[src/rtl/cprs_7_2.sv]
// rtl/cprs_7_2.sv - 7:2 column compressor built from five full adders.
// Define CPRS_OUTREG_EN to register out/yo; otherwise the block is combinational.
module cprs_7_2 (
    input  logic       clk,
    input  logic       rstn,
    input  logic [6:0] in,
    input  logic [3:0] yi,
    output logic [1:0] out,
    output logic [3:0] yo
);

    logic s0, s1, s2, s3;
    logic [3:0] yo_c;
    logic [1:0] out_c;

    // First tier: FA0 and FA1 only see operand bits, so yo[1:0] has no yi path
    assign s0      = in[0] ^ in[1] ^ in[2];
    assign yo_c[0] = (in[0] & in[1]) | (in[0] & in[2]) | (in[1] & in[2]);
    assign s1      = in[3] ^ in[4] ^ in[5];
    assign yo_c[1] = (in[3] & in[4]) | (in[3] & in[5]) | (in[4] & in[5]);

    assign s2      = s0 ^ s1 ^ in[6];
    assign yo_c[2] = (s0 & s1) | (s0 & in[6]) | (s1 & in[6]);

    assign s3      = s2 ^ yi[0] ^ yi[1];
    assign yo_c[3] = (s2 & yi[0]) | (s2 & yi[1]) | (yi[0] & yi[1]);

    // Last FA absorbs yi[3:2] and feeds only out, never yo
    assign out_c[0] = s3 ^ yi[2] ^ yi[3];
    assign out_c[1] = (s3 & yi[2]) | (s3 & yi[3]) | (yi[2] & yi[3]);

`ifdef CPRS_OUTREG_EN
    always_ff @(posedge clk) begin
        if (!rstn) begin
            out <= 2'b00;
            yo  <= 4'b0000;
        end else begin
            out <= out_c;
            yo  <= yo_c;
        end
    end
`else
    logic unused_clk_rstn;
    assign unused_clk_rstn = clk ^ rstn;
    assign out = out_c;
    assign yo  = yo_c;
`endif

endmodule

[config.mk]
export PLATFORM = sky130hd
export DESIGN_NAME = cprs_7_2
export DESIGN_NICKNAME = d
export VERILOG_FILES = /design/src/rtl/cprs_7_2.sv
export SDC_FILE = /design/constraint.sdc
export NUM_CORES = 1
export LEC_CHECK = 0
export ABC_AREA = 1
export BUFFER_PORTS_ARGS = -buffer_cell sky130_fd_sc_hd__buf_2
export CAP_MARGIN = 10
export CORE_AREA = 2 2 39 41
export DETAILED_ROUTE_END_ITERATION = 10
export DIE_AREA = 0 0 41 43
export GPL_TIMING_DRIVEN = 0
export MAX_ROUTING_LAYER = met4
export PLACE_DENSITY = 0.33
export REMOVE_ABC_BUFFERS = 1
export SYNTH_ARGS = -nofsm -noshare
export SYNTH_HDL_FRONTEND = slang
export SYNTH_SLANG_ARGS = --single-unit
[constraint.sdc]
create_clock -name vclk -period 5.7
set_input_delay 0.855 -clock vclk [all_inputs]
set_output_delay 0.855 -clock vclk [all_outputs]
set_load 0.01 [all_outputs]
# Word-level counts from Yosys, hierarchy flattened
# Index checks and enable logic that the tools add are counted.
totals:
  ff_bits: 0
  output_inout_bits: 6
classes:
  bitwise_logic: 35
ops:
  columns: ["operator", "count"]
  rows:
  - ["1-bit AND", 15]
  - ["1-bit OR", 10]
  - ["1-bit XOR", 10]

# Logic depth before layout (Yosys ltp)
# Gate-level depths: netlist of run 1.
depth:
  ltp_word: 9
  depth_mapped: 8

# Worst setup path before layout of run 1
# OpenSTA, ideal clock, no wires.
synth_path:
  kind: "input -> output"
  startpoint: "input port in[3]"
  endpoint: "output port out[0]"
  arrival_ns: 2.945
  required_time_ns: 4.845
  slack_ns: 1.900
  cell_stages: 8
  n_path_buf: 0
  cell_sequence: "inv_1 > fa_1 > inv_1 > fa_1 > fa_1 > inv_1 > fa_1 > inv_1"
synth_via:
  elab_chain_len: 8
synth_lines:
  columns: ["item", "line", "rtl"]
  rows:
  - ["from (decl)", "6", "input logic [6:0] in,"]
  - ["1-bit XOR (2 in series)", "19", "assign s1 = in[3] ^ in[4] ^ in[5];"]
  - ["1-bit XOR (2 in series)", "22", "assign s2 = s0 ^ s1 ^ in[6];"]
  - ["1-bit XOR (2 in series)", "25", "assign s3 = s2 ^ yi[0] ^ yi[1];"]
  - ["1-bit XOR (2 in series)", "29", "assign out_c[0] = s3 ^ yi[2] ^ yi[3];"]
  - ["to (decl)", "8", "output logic [1:0] out,"]
# No other way between the ends.

# Worst setup path after layout of run 1
# Same ends and word-level chain as after synthesis.

==> implementation parameters, run 1 <==
Parameter                              Value

Placement
  Routability congestion estimate    0.530
  Count of port buffers added during placement    17
  Hpwl dp    308 µm
  Placed inst area    243 µm²

Route
  Drt via density    2.73
  Total via count after detailed routing    approximately 130
  Detailed-route DRC error count    0
  Total iterations of the first detailed-routing run    1
  Number of nets still failing antenna checks after routing    0
  Wire length reported by the detailed router    310 µm
  Iteration-0 DRC count of the detailed router    0
  Average detailed-routed wire length per instance    6.46 µm

Setup path
  Required time reported for the critical path endpoint    4850 ps
  Critical Path Sink Type    output port
  Crit Path Max Fanout    1
  Sort of element at the start of the critical path    primary input
  Category of the most critical setup path    in2out
  Data arrival time of the worst path    3160 ps

Global route
  Vias in the first global route    roughly 150
  Global router's overall resource usage    4.44%
  Number of antenna violations at the first check in global routing    0
  Total global routing overflow    0
  Pin count of the biggest net entering global routing    2
  First-pass GRT wire length    545 µm

Layout
  Sequential cell count    0
  Layout cells sized above 1    53.1%
  Commonest non-fill, non-tap cell in the layout    sky130_fd_sc_hd__buf_2
  Sequential cell area in the final layout    0 µm²
  Design Area, Final    243 µm²
  Final nets    52
  Filler cell count in the final layout    between 150 and 200
  Most used cells in the layout excluding fill and tap cells    17 x sky130_fd_sc_hd__buf_2, 10 x sky130_fd_sc_hd__inv_1, 5 x sky130_fd_sc_hd__fa_1
  Clk_buf instances    0
  ANT cells    0
  Syn-to-layout area delta    76.4%

STA
  Highest attainable clock frequency    0.249 GHz
  Max Transition Viols Final    0
  Setup TNS after final layout    0 ps
  Setup repair after global routing missed its margin    no
  Endpoints failing setup    0
  Crit share post-route    70.5%
  Relative max-transition margin    93.8%
  Number of hold violations in the final report    0
  Crit path time final    roughly 4000 ps
  Worst slack on hold paths    2060 ps
  Actual transition at the worst max-transition pin    93.1 ps

Power and ir drop
  Peak supply drop    approximately 0.040 mV
  Areal power density over the cells    149 nW/µm²
  Leak pwr    between 0.15 and 0.2 nW

Synth
  Average size of a mapped cell    roughly 9 µm²
  Distinct cells, synth    2
  Fraction of the yosys area taken by sequential cells    0%
  Count of mapped cells out of synthesis    15
  Synthesis warning total    0
  Netlist area before placement    between 100 and 150 µm²

CTS
  Resize count post-CTS    0
  Number of buffers inserted by hold repair at cts    0
  Post-CTS setup buffer count    0

Floorplanning
  Count of boundary I/O pins    19
  Effective utilization at floorplan    9.95%
  Die X-Extent    41 µm
  Rows    14
  Vertical die dimension    between 40 and 50 µm
  Total die area    1760 µm²
  Area of the placeable core    1380 µm²

Run
  Max-capacitance violation count    0

Min path
  Startpoint of the worst hold path    in[2]
  Worst min path class    in2out
  Worst-case hold path end point    yo[0]
  Number of instances on the worst hold path    3

Run status
  Outcome    finished, final reports clean
## critical path, stage by stage
cell and delay [ps]:
sky130_fd_sc_hd__buf_2 70, sky130_fd_sc_hd__inv_1 40, sky130_fd_sc_hd__fa_1 530, sky130_fd_sc_hd__inv_1 50
sky130_fd_sc_hd__fa_1 450, sky130_fd_sc_hd__fa_1 490, sky130_fd_sc_hd__inv_1 50, sky130_fd_sc_hd__fa_1 470
sky130_fd_sc_hd__inv_1 40, sky130_fd_sc_hd__buf_2 120
## per-layer routing
| layer | global-route usage [%] | part of all wire [%] | vias to the layer above |
|---|---|---|---|
| met3 | 1.57 | 31 | 0 |
| li1 | - | - | 69 |
| met2 | 5.31 | 25 | 17 |
| met5 | - | 0 | - |
| met4 | 0 | 0 | 0 |
| met1 | 7.47 | 44 | 45 |
## report_power, final
group	switching, mW	internal (mW)
Combinational	0.0194	0.0168
Clock	0	0
Sequential	0	0
## Yosys cell counts
library cell / number / share of area, %
sky130_fd_sc_hd__inv_1: 10 / 27
sky130_fd_sc_hd__fa_1: 5 / 73
## area by class of cell
| cell class | count | area, µm² | area share (%) |
|---|---|---|---|
| Multi-Input combinational cell | 5 | 100 | 41.2 |
| Inverter | 10 | 37.5 | 15.5 |
| Tap cell | 16 | 20.0 | 8.25 |
| Timing Repair Buffer | 17 | 85.1 | 35.1 |
## cells by family (layout without fill, tap and decap cells)
| family | count (synthesis) | count (layout) | share of synthesized area [%] |
|---|---|---|---|
| buffers and inverters | 10 | 27 | 27.3 |
| adder cells (fa/ha/maj) | 5 | 5 | 72.7 |
## worst max-delay path by stage
stage,cells past startpoint,startpoint,endpoint
after floorplan,8,in[3],out[0]
after global placement,10,in[3],out[0]
after detailed placement,10,in[3],out[0]
after CTS,10,in[3],out[0]
after global routing,10,in[3],out[0]
final,10,in[3],out[0]
## per-stage QoR
stage	cells	util [%]	power [mW]	setup slack [ps]
final	48	17.5	0.0362	1680
after global routing	48	17.5	0.0436	1590
after CTS	48	17.5	0.0374	1660
after detailed placement	48	17.5	0.0372	1660
after global placement	48	17.5	0.0373	1670
after floorplan	15	-	0.0220	1900
Note: power is estimated with default switching activity, not from simulation.
==> run 2, diff against run 1 <==
- ABC_AREA: 1 -> 0
- PLACE_DENSITY: 0.33 -> 0.34
- clock period: 5.7 -> 3.45 ns (I/O delays scaled with it)
==> run 2 against run 1 <==
Effect of this change: sequential share of layout area did not move; power grew 66%; non-clock buffer count did not move; clock-buffer cell count unchanged; largest power group unchanged.
==> implementation parameters, run 2 (synthesis gave the netlist of run 1 again) <==
Parameter                              Value

Run status
  Outcome    finished, final reports clean

Layout
  Total area of multi-input combinational cells    around 100 µm²
  Layout cells sized above 1    between 50% and 60%
  ANT cells    0
  Commonest non-fill, non-tap cell in the layout    sky130_fd_sc_hd__buf_2
  Sequential cell area in the final layout    0 µm²
  Sequential cell count    0
  Clk_buf instances    0
  Syn-to-layout area delta    76.4%
  Final nets    52
  Design Area, Final    243 µm²
  Most used cells in the layout excluding fill and tap cells    17 x sky130_fd_sc_hd__buf_2, 10 x sky130_fd_sc_hd__inv_1, 5 x sky130_fd_sc_hd__fa_1
  Final Core Density    17.5%
  Filler cell count in the final layout    154

Route
  Wire length reported by the detailed router    308 µm
  Detailed-route DRC error count    0
  Routed wl met2    130 µm
  Total via count after detailed routing    between 100 and 150
  Drt via density    3.02
  Sum of routed wire segments on met1    131 µm
  Highest metal layer with signal wires    met3
  Total iterations of the first detailed-routing run    1
  Met3 WL post-DR    46 µm
  Iteration-0 DRC count of the detailed router    0
  Number of nets still failing antenna checks after routing    0
  Average detailed-routed wire length per instance    6.42 µm

STA
  Crit path time final    3340 ps
  Setup repair after global routing missed its margin    no
  Number of hold violations in the final report    0
  Setup TNS after final layout    0 ps
  Crit share post-route    97.0%
  Relative max-transition margin    93.3%
  Actual transition at the worst max-transition pin    100 ps
  Max Transition Viols Final    0
  Endpoints failing setup    0
  Highest attainable clock frequency    0.299 GHz

CTS
  Number of buffers inserted by hold repair at cts    0
  Post-CTS setup buffer count    0
  Resize count post-CTS    0

Setup path
  Stages on worst setup path    10
  Category of the most critical setup path    in2out
  Critical Path Sink Type    output port
  Ordered cell list for the critical path    buf_2 -> inv_1 -> fa_1 -> inv_1 -> fa_1 -> fa_1 -> inv_1 -> fa_1 -> inv_1 -> buf_2
  Slowest CP cell    sky130_fd_sc_hd__fa_1
  Sort of element at the start of the critical path    primary input
  Crit Path Max Fanout    1
  Cell type group with the largest total delay on the critical path    adder cells
  Endpoint of the worst setup timing path    out[0]
  Required time reported for the critical path endpoint    between 2000 and 3000 ps
  Data arrival time of the worst path    about 2800 ps
  Worst setup path start    in[3]
  Worst path max stage delay    530 ps
  Count of buffering cells on the critical path with inverters included    6

Global route
  Total global routing overflow    0
  Global router's overall resource usage    3.82%
  Number of antenna violations at the first check in global routing    0
  Vias in the first global route    132
  First-pass GRT wire length    476 µm
  Pin count of the biggest net entering global routing    2

Floorplanning
  Total die area    1760 µm²
  Rows    14
  Vertical die dimension    around 43 µm
  Area of the placeable core    ~1400 µm²
  Count of boundary I/O pins    19
  Die X-Extent    41 µm
  Effective utilization at floorplan    9.95%

Placement
  Routability congestion estimate    0.586
  Count of port buffers added during placement    17
  Placed inst area    243 µm²
  Hpwl dp    roughly 330 µm

Power and ir drop
  Leak pwr    0.157 nW
  Peak supply drop    between 0.07 and 0.08 mV
  Areal power density over the cells    between 200 and 250 nW/µm²

Min path
  Worst min path class    in2out

Run
  Max-capacitance violation count    0
## run 2: worst min path at each step
stage,startpoint,endpoint,slack (ps),depth (start not counted)
2_1_floorplan,in[2],yo[0],1220,1
3_3_place_gp,in[2],yo[0],1380,3
3_5_place_dp,in[2],yo[0],1380,3
4_1_cts,in[2],yo[0],1380,3
5_1_grt,in[2],yo[0],1390,3
6_report,in[2],yo[0],1380,3
## run 2: cell type report
type / count / area share, %
tap: 16 / 8.25
multi-input combinational: 5 / 41.2
timing repair buffer: 17 / 35.1
inverter: 10 / 15.5
## run 2: tightest hold or removal path, stage by stage
cell and delay [ps]:
sky130_fd_sc_hd__buf_2 80, sky130_fd_sc_hd__fa_1 140, sky130_fd_sc_hd__buf_2 120
## run 2: routing by layer
metal  global-route usage, %  up-vias
met5                       -        -
li1                        -       69
met4                       0        0
met2                    6.88       17
met3                       0        0
met1                    4.89       59
## run 2: where the power goes
group	internal [mW]	total, mW	switching (mW)
Combinational	0.0277	0.0603	0.0326
Clock	0	0	0
Sequential	0	0	0
## run 2: per-stage QoR
| stage | setup slack [ps] | cells | total power [mW] | hold WS [ps] |
|---|---|---|---|---|
| after floorplan | 325 | 15 | 0.0363 | 1220 |
| after global placement | 64.0 | 48 | 0.0635 | 1380 |
| after detailed placement | 79.6 | 48 | 0.0623 | 1380 |
| after CTS | 78.5 | 48 | 0.0627 | 1380 |
| after global routing | 17.5 | 48 | 0.0690 | 1390 |
| final | 105 | 48 | 0.0603 | 1380 |
